===== src/rtl/stage_sequencer_if.sv =====
// Sequencer <-> datapath bundle: start/halt, cache ready handshakes, decoded
// controller flags, stage enables, status and performance counters.
interface stage_sequencer_if #(
    parameter int COUNT_WIDTH = 32
);
    // instrReady/dataReady are level-sensitive readies: the sequencer holds the
    // matching enable high and advances on the first rising edge that sees ready=1.
    logic                   start;
    logic                   haltRequest;
    logic                   instrReady;
    logic                   dataReady;
    logic                   memReadFlag;
    logic                   memWriteFlag;
    logic                   regWriteFlag;
    logic                   branchFlag;
    logic                   unconditionalBranchFlag;
    logic                   fetchEnable;
    logic                   decodeEnable;
    logic                   executeEnable;
    logic                   memEnable;
    logic                   writebackEnable;
    logic                   pcEnable;
    logic                   busy;
    logic                   faultFlag;
    logic [2:0]             stateCode;
    logic [COUNT_WIDTH-1:0] cycleCount;
    logic [COUNT_WIDTH-1:0] retireCount;

    modport master (
        input  start, haltRequest, instrReady, dataReady,
        input  memReadFlag, memWriteFlag, regWriteFlag, branchFlag, unconditionalBranchFlag,
        output fetchEnable, decodeEnable, executeEnable, memEnable, writebackEnable,
        output pcEnable, busy, faultFlag, stateCode, cycleCount, retireCount
    );

    modport slave (
        output start, haltRequest, instrReady, dataReady,
        output memReadFlag, memWriteFlag, regWriteFlag, branchFlag, unconditionalBranchFlag,
        input  fetchEnable, decodeEnable, executeEnable, memEnable, writebackEnable,
        input  pcEnable, busy, faultFlag, stateCode, cycleCount, retireCount
    );
endinterface


===== src/rtl/stage_sequencer.sv =====
// Multi-cycle FETCH/DECODE/EXECUTE/MEMORY/WRITEBACK sequencer with ready timeouts.
// Optional saturating perf counters: define STAGE_SEQUENCER_PERF_COUNTERS_EN.
module stage_sequencer #(
    parameter int MAX_WAIT    = 15,
    parameter int COUNT_WIDTH = 32
) (
    input  logic              clock,
    input  logic              reset,
    stage_sequencer_if.master bus
);
    typedef enum logic [2:0] {
        S_IDLE      = 3'd0,
        S_FETCH     = 3'd1,
        S_DECODE    = 3'd2,
        S_EXECUTE   = 3'd3,
        S_MEMORY    = 3'd4,
        S_WRITEBACK = 3'd5,
        S_FAULT     = 3'd7
    } state_t;

    state_t     r_state;
    state_t     w_next_state;
    state_t     w_retire_state;
    logic [7:0] r_wait;
    logic       r_mem_read;
    logic       r_mem_write;
    logic       r_reg_write;
    logic       r_branch;
    logic       r_uncond_branch;
    logic       r_fetch_en;
    logic       r_decode_en;
    logic       r_execute_en;
    logic       r_mem_en;
    logic       r_wb_en;
    logic       r_busy;
    logic       r_fault;
    logic       w_wait_expired;
    logic       w_mem_op;
    logic       w_pc_enable;
    logic       w_unused_branch_flags;

    assign w_wait_expired = (r_wait == 8'(MAX_WAIT - 1));
    assign w_mem_op       = r_mem_read | r_mem_write;
    assign w_retire_state = bus.haltRequest ? S_IDLE : S_FETCH;
    // Branch target selection happens inside the PC; the latched flags only document the path.
    assign w_unused_branch_flags = r_branch | r_uncond_branch;

    // A MEMORY retire depends on dataReady in the same cycle, so the PC pulse is
    // decoded combinationally; reset suppresses it so an aborted instruction never advances the PC.
    assign w_pc_enable = !reset && (
        (r_state == S_EXECUTE && !w_mem_op && !r_reg_write) ||
        (r_state == S_MEMORY && bus.dataReady && !(r_mem_read && r_reg_write)) ||
        (r_state == S_WRITEBACK));

    always_comb begin
        w_next_state = r_state;
        case (r_state)
            S_IDLE:      if (bus.start) w_next_state = S_FETCH;
            S_FETCH: begin
                if (bus.instrReady)      w_next_state = S_DECODE;
                else if (w_wait_expired) w_next_state = S_FAULT;
            end
            S_DECODE:    w_next_state = (bus.memReadFlag && bus.memWriteFlag) ? S_FAULT : S_EXECUTE;
            S_EXECUTE: begin
                if (w_mem_op)         w_next_state = S_MEMORY;
                else if (r_reg_write) w_next_state = S_WRITEBACK;
                else                  w_next_state = w_retire_state;
            end
            S_MEMORY: begin
                if (bus.dataReady)       w_next_state = (r_mem_read && r_reg_write) ? S_WRITEBACK : w_retire_state;
                else if (w_wait_expired) w_next_state = S_FAULT;
            end
            S_WRITEBACK: w_next_state = w_retire_state;
            S_FAULT:     w_next_state = S_FAULT;
            default:     w_next_state = S_FAULT;
        endcase
    end

    // Outputs are registered from the next state so they match the new state with no lag.
    always_ff @(posedge clock) begin
        if (reset) begin
            r_state         <= S_IDLE;
            r_wait          <= '0;
            r_mem_read      <= 1'b0;
            r_mem_write     <= 1'b0;
            r_reg_write     <= 1'b0;
            r_branch        <= 1'b0;
            r_uncond_branch <= 1'b0;
            r_fetch_en      <= 1'b0;
            r_decode_en     <= 1'b0;
            r_execute_en    <= 1'b0;
            r_mem_en        <= 1'b0;
            r_wb_en         <= 1'b0;
            r_busy          <= 1'b0;
            r_fault         <= 1'b0;
        end else begin
            r_state <= w_next_state;
            if (w_next_state != r_state)
                r_wait <= '0;
            else if (r_state == S_FETCH || r_state == S_MEMORY)
                r_wait <= r_wait + 8'd1;
            if (r_state == S_DECODE) begin
                r_mem_read      <= bus.memReadFlag;
                r_mem_write     <= bus.memWriteFlag;
                r_reg_write     <= bus.regWriteFlag;
                r_branch        <= bus.branchFlag;
                r_uncond_branch <= bus.unconditionalBranchFlag;
            end
            r_fetch_en   <= (w_next_state == S_FETCH);
            r_decode_en  <= (w_next_state == S_DECODE);
            r_execute_en <= (w_next_state == S_EXECUTE);
            r_mem_en     <= (w_next_state == S_MEMORY);
            r_wb_en      <= (w_next_state == S_WRITEBACK);
            r_busy       <= !(w_next_state == S_IDLE || w_next_state == S_FAULT);
            r_fault      <= (w_next_state == S_FAULT);
        end
    end

    assign bus.fetchEnable     = r_fetch_en;
    assign bus.decodeEnable    = r_decode_en;
    assign bus.executeEnable   = r_execute_en;
    assign bus.memEnable       = r_mem_en;
    assign bus.writebackEnable = r_wb_en;
    assign bus.pcEnable        = w_pc_enable;
    assign bus.busy            = r_busy;
    assign bus.faultFlag       = r_fault;
    assign bus.stateCode       = r_state;

`ifdef STAGE_SEQUENCER_PERF_COUNTERS_EN
    logic [COUNT_WIDTH-1:0] r_cycle_count;
    logic [COUNT_WIDTH-1:0] r_retire_count;

    always_ff @(posedge clock) begin
        if (reset) begin
            r_cycle_count  <= '0;
            r_retire_count <= '0;
        end else begin
            if (r_busy && r_cycle_count != '1)
                r_cycle_count <= r_cycle_count + COUNT_WIDTH'(1);
            if (w_pc_enable && r_retire_count != '1)
                r_retire_count <= r_retire_count + COUNT_WIDTH'(1);
        end
    end

    assign bus.cycleCount  = r_cycle_count;
    assign bus.retireCount = r_retire_count;
`else
    assign bus.cycleCount  = '0;
    assign bus.retireCount = '0;
`endif
endmodule


===== src/flat_wrapper.sv =====
// flat-port wrapper written by rule: the top's interface ports become plain ports
module stage_sequencer_flat 
#(
    parameter int MAX_WAIT    = 15,
    parameter int COUNT_WIDTH = 32
)
  (clock, reset, bus_start, bus_haltRequest, bus_instrReady, bus_dataReady, bus_memReadFlag, bus_memWriteFlag, bus_regWriteFlag, bus_branchFlag, bus_unconditionalBranchFlag, bus_fetchEnable, bus_decodeEnable, bus_executeEnable, bus_memEnable, bus_writebackEnable, bus_pcEnable, bus_busy, bus_faultFlag, bus_stateCode, bus_cycleCount, bus_retireCount);
  stage_sequencer_if #(.COUNT_WIDTH(COUNT_WIDTH)) bus_i ();
  input  logic clock;
  input  logic reset;
  input wire logic [$bits(bus_i.start)-1:0] bus_start;
  input wire logic [$bits(bus_i.haltRequest)-1:0] bus_haltRequest;
  input wire logic [$bits(bus_i.instrReady)-1:0] bus_instrReady;
  input wire logic [$bits(bus_i.dataReady)-1:0] bus_dataReady;
  input wire logic [$bits(bus_i.memReadFlag)-1:0] bus_memReadFlag;
  input wire logic [$bits(bus_i.memWriteFlag)-1:0] bus_memWriteFlag;
  input wire logic [$bits(bus_i.regWriteFlag)-1:0] bus_regWriteFlag;
  input wire logic [$bits(bus_i.branchFlag)-1:0] bus_branchFlag;
  input wire logic [$bits(bus_i.unconditionalBranchFlag)-1:0] bus_unconditionalBranchFlag;
  output wire logic [$bits(bus_i.fetchEnable)-1:0] bus_fetchEnable;
  output wire logic [$bits(bus_i.decodeEnable)-1:0] bus_decodeEnable;
  output wire logic [$bits(bus_i.executeEnable)-1:0] bus_executeEnable;
  output wire logic [$bits(bus_i.memEnable)-1:0] bus_memEnable;
  output wire logic [$bits(bus_i.writebackEnable)-1:0] bus_writebackEnable;
  output wire logic [$bits(bus_i.pcEnable)-1:0] bus_pcEnable;
  output wire logic [$bits(bus_i.busy)-1:0] bus_busy;
  output wire logic [$bits(bus_i.faultFlag)-1:0] bus_faultFlag;
  output wire logic [$bits(bus_i.stateCode)-1:0] bus_stateCode;
  output wire logic [$bits(bus_i.cycleCount)-1:0] bus_cycleCount;
  output wire logic [$bits(bus_i.retireCount)-1:0] bus_retireCount;
  assign bus_i.start = bus_start;
  assign bus_i.haltRequest = bus_haltRequest;
  assign bus_i.instrReady = bus_instrReady;
  assign bus_i.dataReady = bus_dataReady;
  assign bus_i.memReadFlag = bus_memReadFlag;
  assign bus_i.memWriteFlag = bus_memWriteFlag;
  assign bus_i.regWriteFlag = bus_regWriteFlag;
  assign bus_i.branchFlag = bus_branchFlag;
  assign bus_i.unconditionalBranchFlag = bus_unconditionalBranchFlag;
  assign bus_fetchEnable = bus_i.fetchEnable;
  assign bus_decodeEnable = bus_i.decodeEnable;
  assign bus_executeEnable = bus_i.executeEnable;
  assign bus_memEnable = bus_i.memEnable;
  assign bus_writebackEnable = bus_i.writebackEnable;
  assign bus_pcEnable = bus_i.pcEnable;
  assign bus_busy = bus_i.busy;
  assign bus_faultFlag = bus_i.faultFlag;
  assign bus_stateCode = bus_i.stateCode;
  assign bus_cycleCount = bus_i.cycleCount;
  assign bus_retireCount = bus_i.retireCount;
  stage_sequencer #(.MAX_WAIT(MAX_WAIT), .COUNT_WIDTH(COUNT_WIDTH)) u_core (.clock(clock), .reset(reset), .bus(bus_i));
endmodule

===== config.mk =====
export PLATFORM = sky130hd
export DESIGN_NAME = stage_sequencer_flat
export DESIGN_NICKNAME = d
export VERILOG_FILES = /design/src/rtl/stage_sequencer_if.sv /design/src/rtl/stage_sequencer.sv /design/src/flat_wrapper.sv
export SDC_FILE = /design/constraint.sdc
export NUM_CORES = 1
export LEC_CHECK = 0
export ABC_AREA = 1
export CAP_MARGIN = 30
export CORE_MARGIN = 8
export CORE_UTILIZATION = 37
export CTS_BUF_LIST = sky130_fd_sc_hd__clkbuf_4 sky130_fd_sc_hd__clkbuf_8
export DETAILED_ROUTE_END_ITERATION = 8
export GPL_TIMING_DRIVEN = 1
export HOLD_SLACK_MARGIN = 0.02
export PLACE_DENSITY = 0.83
export SETUP_SLACK_MARGIN = 0.3
export SYNTH_ARGS = -nofsm -noshare
export SYNTH_HDL_FRONTEND = slang
export SYNTH_SLANG_ARGS = --single-unit
export TNS_END_PERCENT = 20

===== constraint.sdc =====
create_clock -name clock -period 1.5 [get_ports clock]
set_clock_uncertainty 0.1 [all_clocks]
set_input_delay 0.3 -clock clock [delete_from_list [all_inputs] [get_ports clock]]
set_output_delay 0.3 -clock clock [all_outputs]
set_load 0.005 [all_outputs]

# == Word level (Yosys, flattened, before mapping) ==
# Index checks and enable logic that the tools add are counted.
# W data, S select, Z words.
# op_classes
add_sub_neg,1
multipliers,0
div,0
magnitude_cmp,0
eq_ne,13
shifts,0
mux,10
bitwise_logic,1
n_reduce_logical,19
# ops
operator,n
$mux W3,8
$pmux W3 S6,1
$eq A3 B3 Y1 const B,5
$eq A3 B2 Y1 const B,4
$add A8 B1 Y8 const B,1
$eq A8 B4 Y1 const B,1
$logic_and A1 B1 Y1,7
$eq A3 B1 Y1 const B,2
$logic_not A3 Y1,2
$logic_not A1 Y1,5
$logic_or A1 B1 Y1,4
$ne A3 B3 Y1,1
$reduce_or A2 Y1,1
$mux W1,1
$or A1 B1 Y1,1
# word_totals
register_bits,21
latch_bits,0
ram_bits,0
rom_bits,0
in_bits,11
output_inout_bits,75
wordCells,56
mem_count,0

# == Depth between registers and ports, before layout ==
# Gate-level depths: netlist of the first run.
# depth
word_depth,7
depth_mapped,11
depth_no_buf,11

# == Worst setup path before layout of the first run ==
# Ideal clock, no wire load.
# synth_path
path_type,flip-flop to flip-flop
startpoint,"reg u_core.r_state[2], in the netlist u_core.bus.stateCode[2]"
endpoint,reg u_core.r_wait[0]
setup_ps,73
arrival_time_ps,1394
t_required_ps,1327
setup_slack_ps,-67
stages_incl_launch_ff,10
n_path_buf,1
synth_period_minus_slack_ps,1567
path_cell_list,dfxtp_1 > clkbuf_2 > inv_1 > nand3_2 > o21ai_0 > nand2_1 > nand2_1 > a21oi_2 > nand2_2 > nor3_2
# synth_via
elab_chain_len,5
elab_cells_between_ends,14
classes_between,6 x eq/ne; 5 x mux; 3 x reduce/logical
# synth_rtl
element,line,rtl
start: declaration,stage_sequencer.sv:21,state_t r_state;
start signal: assignment,stage_sequencer.sv:97,r_state <= w_next_state;
$mux W3,"stage_sequencer.sv:61, stage_sequencer.sv:71",
$mux W3 (on tied branches),"stage_sequencer.sv:70, stage_sequencer.sv:60",
$pmux W3 S6,stage_sequencer.sv:57,case (r_state)
$ne A3 B3 Y1,stage_sequencer.sv:98,if (w_next_state != r_state)
$reduce_or A2 Y1 (no source line),-,
end signal: assignment,stage_sequencer.sv:101,r_wait <= r_wait + 8'd1;
end: declaration,stage_sequencer.sv:24,logic [7:0] r_wait;
# Several ways; a longest one is shown, not always the timed one.
# A chain may end at the register's enable or synchronous reset.

# == Final worst setup path of the first run ==
# layout_path
startpoint,"reg u_core.r_state[0], in the netlist u_core.bus.stateCode[0]"
endpoint,reg u_core.r_wait[2]
# The elaborated chain is that of the path after synthesis.

==> impl_results.md, run 1 <==
- Status: complete, but fails checks
- Failing checks: setup timing
- Fmax: roughly 600 MHz
- Worst-Skew Late Latency: 0.26 ns
- Layout cells sized above 1: around 36%
- LEAKAGE: 1.04 nW
- Sink Count: 21
- Final HPWL DP: around 3.2 mm
- Gate power share: 40.4%
- Final Hold Slack: around 0.4 ns
- VDD IR max: about 0.00064 V
- GPL Wtd Cong: 0.851
- First-pass GRT wire length: 6.81 mm
- GRT overflow: 0
- CTS tree: done
- Chip height: between 80 and 90 um
- Port Buffer Count: 19
- Via density per instance: 4.32
- Die ar.: between 6000 and 7000 um^2
- DR vias: between 1000 and 1500
- Total track usage: a little under an eighth
- DRC: 0
- Total Power: between 1.5 and 2 mW
- TritonRoute pass-1 iters: 4
- Slack of the worst reg-to-reg path: -0.20 ns
- Mapped cell area: 1670 um^2
- Initial DRC count: 30
- Hold Fails Final Rpt: 0
- Total core area: 4350 um^2
- Hold path depth: 2
- Synth warn: 0
- CTS Root Cell: clkbuf_8
- Final TNS setup: -2.38 ns
- CP top delay family: simple AND/OR/NAND/NOR gates
- Crit path required time: 1.59 ns
- Period utilization: 113%
- Setup slack after layout: -0.195 ns
- Largest net degree at the start of global routing: 13
- Sequential share of the synthesized area: 25.1%
- Area Overhead vs Synth: 27.9%
- Endpoint type of the worst setup path: flop
- CP peak stage delay: 0.38 ns
- Synthesized flop and latch total: 21
- Buf/Inv on CP: 2
- Worst setup SP type: flop
- CTS Buffer Depth: 2
- Hold Path Class: flop to flop
- Clock Power Share: 22.7%
- Crit path DAT: 1.79 ns
- WHS Endpoint: u_core.r_mem_write
- Switching power total: 615 uW
- Placed inst area: 1940 um^2
- Final wirelength: 4.29 mm
- Cells after Synth: 237
- CP Class: flop to flop
- Synth cell types: 29
- Sequential share of power: 36.9%
- Switching Fraction: a little under two fifths
- Crit-path cells: buf_6 > inv_4 > o21ai_4 > o21ai_2 > nor2_2 > nand3_2 > nand2_2 > nand3_4 > nor3_2
- Clock Pin Slew Worst Setup and Hold Paths: 0.08 ns
- Worst reg2reg path endpoint: u_core.r_wait[2]
- Reg-to-Reg Start: u_core.bus.stateCode[0]
- Reg2reg path depth: 9
- IO Pins: 86
- Final Slew Violations: 0
- Die Wd: 83.2 um
- Layout Nets: 304
- Vias in the first global route: ~1500
- Starting density of the core: approximately 38%
- Maximum Capacitance Violations: 0
- Wire per inst: 12.5 um
- Worst hold start: u_core.r_mem_write
- Internal power: about 1.1 mW
- Row count: 24
- RSZ-0062 raised after global routing: true
- Total CTS buffers: 3
- Fin crit period: 1.70 ns
- Antenna Cells: 0
- CTS H-tree lvls: 1
- Crit-path slowest cell: dfxtp_4
- Final core occ: around half
- Post-route cell area: 2140 um^2
- Pwr/cell area: 783 nW/um^2
- Post-route ant nets: 0
- CP Max Fanout: 8
- Initial antenna violation count: 0
- Avg Cell Area, Syn: 7.06 um^2
- Setup violations, final: 18
==> cell usage in the layout, fill, tap and decap left out, types with 5 or more instances in the layout <==
master / count
nand2_1: 31
nor2_1: 17
nor3_2: 9
nand2_2: 5
conb_1: 64
clkdlybuf4s50_1: 6
inv_1: 17
buf_4: 27
buf_6: 5
nand3_2: 5
nor2_2: 9
clkbuf_2: 7
dfxtp_1: 16
nand3_1: 8
==> sequential cells by signal, summed over array words and instances, names as in the netlist <==
name and cells:
u_core.bus.executeEnable 1, u_core.r_mem_read 1, u_core.r_wait 8, u_core.bus.faultFlag 1
u_core.bus.busy 1, u_core.bus.fetchEnable 1, u_core.bus.memEnable 1, u_core.bus.decodeEnable 1
u_core.bus.stateCode 3, u_core.bus.writebackEnable 1, u_core.r_mem_write 1, u_core.r_reg_write 1
==> metal layers <==
layer	part of all wire (%)	routed length, um	track usage, %	vias up
li1	-	-	-	721
met1	36	1520	11.2	702
met2	58	2470	21.6	49
met3	6.4	275	4.49	4
met4	0.47	20	2.08	0
met5	0	0	0	-
==> how the worst max path moves through the flow <==
stage / from / cells past startpoint / to / slack (ns)
floorplan: u_core.r_wait[0] / 11 / u_core.r_wait[0] / 0.02
global placement: bus_dataReady / 6 / bus_pcEnable / -0.59
detailed placement: bus_dataReady / 6 / bus_pcEnable / -0.65
CTS: u_core.bus.stateCode[0] / 9 / u_core.r_wait[0] / -0.19
global route: u_core.bus.stateCode[0] / 9 / u_core.r_wait[2] / -0.30
finish: u_core.bus.stateCode[0] / 9 / u_core.r_wait[2] / -0.20
==> worst register-to-register path, stage by stage, from the launching register on <==
cell	delay, ns
dfxtp_4	0.38
buf_6	0.13
inv_4	0.05
o21ai_4	0.18
o21ai_2	0.08
nor2_2	0.14
nand3_2	0.11
nand2_2	0.10
nand3_4	0.15
nor3_2	0.22
==> per-stage QoR <==
step	std cells	setup WS [ns]
2_1_floorplan	300	0.0230
3_3_place_gp	335	-0.587
3_5_place_dp	335	-0.651
4_1_cts	342	-0.192
5_1_grt	342	-0.302
6_report	342	-0.195
==> cells in the mapped netlist, drive strengths merged <==
master / instances / share of area [%]
xor2: 3 / 1.6
xnor2: 3 / 1.6
a31oi: 1 / 0.37
nand2: 40 / 9.3
nand3: 15 / 5.8
buf: 64 / 29
a21oi: 7 / 2.3
a21boi: 1 / 0.45
nor2: 30 / 7.0
inv: 24 / 5.4
nor3: 10 / 5.4
ha: 2 / 1.5
clkbuf: 2 / 0.52
conb: 1 / 0.22
dfxtp: 21 / 25
and2: 1 / 0.37
o21ai: 7 / 2.3
nand4: 3 / 1.1
nand3b: 2 / 0.90
==> power by group through the flow <==
stage	logic (mW)	clock network, mW	registers (mW)
finish	0.676	0.380	0.618
global route	0.739	0.410	0.622
CTS	0.613	0.378	0.616
detailed placement	0.562	0	0.627
global placement	0.547	0	0.625
floorplan	0.416	0	0.639
==> logic make-up (layout without fill, tap and decap cells) <==
group / count (synthesis) / count (layout) / share of synthesized area, %
AND/OR/NAND/NOR: 101 / 101 / 29.9
buffers and inverters: 90 / 80 / 34.6
flip-flops: 21 / 21 / 25.1
AO/OA/AOI/OAI: 16 / 16 / 5.46
XOR/XNOR: 6 / 6 / 3.14
adder cells (fa/ha/maj): 2 / 2 / 1.50
other: 1 / 64 / 0.224
==> cell type report <==
class                      instances  area (um^2)
sequential                        21          432
clock buffer                       3         41.3
tap                               52         65.1
inverter                          24         97.6
multi-input combinational        189         1080
fill                             401         2210
timing repair buffer              52          422
clock inverter                     1         5.00
==> what timing repair did <==
action	in CTS	in global routing
hold buffers	0	0
pin swaps	13	18
gates resized for setup	47	37
setup buffers	3	0
endpoints found under the setup margin	31	31
Note: power is estimated with default switching activity, not from simulation.
==> run 2: changes to the inputs <==
MAX_ROUTING_LAYER = met4   (was not set)
==> impl_results.md, run 2 (same netlist as run 1, synthesis figures left out) <==
- Final core occ: 49.6% (+0.49 points)
- Final wirelength: 4.42 mm (+3.2%)
- Worst setup SP type: flop
- VDD IR max: 0.000560 V (-12%)
- Initial DRC count: 37 (+23%)
- Hold Path Class: flop to flop
- Setup slack after layout: -0.195 ns (-0.000236 ns)
- Setup violations, final: 18 (unchanged)
- Top cell by count, worst path: buf_6
- Buf/Inv on CP: 3 (+1)
- Initial antenna violation count: 0 (unchanged)
- CP top delay family: simple AND/OR/NAND/NOR gates
- Slack of the worst reg-to-reg path: -0.20 ns (about the same)
- Crit-path slowest cell: dfxtp_4
- Total core area: 4350 um^2 (unchanged)
- Chip height: 83.2 um (unchanged)
- Endpoint type of the worst setup path: flop
- Failing checks: setup timing
- Sink Count: 21 (unchanged)
- CTS H-tree lvls: 1 (unchanged)
- Vias in the first global route: 1490 (+0.27%)
- Total Power: 1.70 mW (+1.3%)
- Final HPWL DP: 3.23 mm (unchanged)
- Fin crit period: 1.70 ns (+0.000236 ns)
- Row count: 24 (unchanged)
- Largest register FFs: 8 (unchanged)
- CTS tree: done
- LEAKAGE: 1.05 nW (+0.87%)
- CTS Root Cell: clkbuf_8
- Status: complete, but fails checks
- Clock Pin Slew Worst Setup and Hold Paths: 0.08 ns (about the same)
- Fmax: 590 MHz (about the same)
- DR vias: 1463 (-0.88%)
- Pwr/cell area: 785 nW/um^2 (+0.29%)
- CP peak stage delay: 0.38 ns (about the same)
- Final Slew Violations: 0 (unchanged)
- Crit path required time: 1.59 ns (about the same)
- Layout Nets: 305 (+0.33%)
- Via density per instance: 4.27 (-1.2%)
- DRC: 0 (unchanged)
- RSZ-0062 raised after global routing: true
- Port Buffer Count: 19 (unchanged)
- Largest net degree at the start of global routing: 13 (unchanged)
- Most frequent cells in the layout: 64 x conb_1, 31 x nand2_1, 26 x buf_4, 17 x inv_1, 17 x nor2_1
- TritonRoute pass-1 iters: 5 (+1)
- Maximum Capacitance Violations: 0 (unchanged)
- Crit-path cells: buf_6 > inv_4 > buf_6 > nor2_4 > nand3b_1 > nand2_1 > nor2_1 > nand4_1 > nand3_4 > nor3_2
- IO Pins: 86 (unchanged)
- Wire per inst: 12.9 um (+2.9%)
- Die Wd: 83.2 um (unchanged)
- CTS Buffer Depth: 2 (unchanged)
- Total track usage: 11.7% (+0.31 points)
- Final Hold Slack: 0.388 ns (-0.00394 ns)
- First-pass GRT wire length: 6.80 mm (-0.21%)
- CP Class: flop to flop
- Hold Fails Final Rpt: 0 (unchanged)
- Crit path DAT: 1.79 ns (about the same)
- Total CTS buffers: 3 (unchanged)
- Layout cells sized above 1: 36.1% (+0.22 points)
- GPL Wtd Cong: 0.864 (+1.6%)
- CP Max Fanout: 8 (unchanged)
- Worst-Skew Late Latency: 0.26 ns (about the same)
- Antenna Cells: 0 (unchanged)
- Area Overhead vs Synth: 29.2%
- GRT overflow: 0 (unchanged)
- Die ar.: 6930 um^2 (unchanged)
- Leading cell type in the layout, fill and taps excluded: conb_1
- Starting density of the core: 38.4% (unchanged)
- Post-route ant nets: 0 (unchanged)
- Top reg by flops: u_core.r_wait
- Period utilization: 113% (about the same)
==> run 2: cell type report <==
class	instances	area, um^2
clock buffer	3	41.3
clock inverter	1	5.00
inverter	24	97.6
timing repair buffer	53	443
fill	397	2190
multi-input combinational	189	1080
sequential	21	432
tap	52	65.1
==> run 2: path summary, 6_finish.rpt <==
kind	startpoint	to	cells after the start
max	u_core.bus.stateCode[1]	u_core.r_wait[2]	10
min reg2reg	u_core.r_mem_write	u_core.r_mem_write	2
min	u_core.r_mem_write	u_core.r_mem_write	2
max reg2reg	u_core.bus.stateCode[1]	u_core.r_wait[2]	10
==> run 2: worst min-delay path, cell delays in order (launching register included) <==
cell and delay (ns):
dfxtp_1 0.33, nand2_1 0.06, a21oi_1 0.05
==> run 2: where the power goes <==
group | internal, mW | switching, mW | total (mW)
clock | 0.185 | 0.195 | 0.380
combinational | 0.292 | 0.405 | 0.696
sequential | 0.595 | 0.0243 | 0.619
==> run 2: repair_timing <==
action / CTS / global route
resized for setup: 47 / 40
gates cloned: 0 / 0
endpoints found under the hold margin: 0 / 0
pin swaps: 13 / 20
buffers inserted: 3 / 1
hold buffers: 0 / 0
setup endpoints to repair: 31 / 31
==> run 2: through the flow <==
step / setup slack (ns) / std cells / area, um^2 / TNS, ns
floorplan: 0.0230 / 300 / 1960 / 0
global placement: -0.587 / 335 / 1940 / -7.33
detailed placement: -0.651 / 335 / 1940 / -8.61
CTS: -0.192 / 342 / 2060 / -1.58
global route: -0.295 / 343 / 2160 / -4.18
finish: -0.195 / 343 / 2160 / -2.46
==> run 2: metal layers <==
metal  global-route usage (%)  share of wire [%]
met4                     2.08               0.38
met1                     11.6                 37
met2                     21.7                 57
met5                        -                  0
met3                     3.81                6.0
==> run 3: changes to the inputs <==
CAP_MARGIN = 0   (was 30)
CTS_CLUSTER_SIZE = 25   (was not set)
==> results of run 3 <==
Final layout, timing and power as in run 2 (identical DEF).
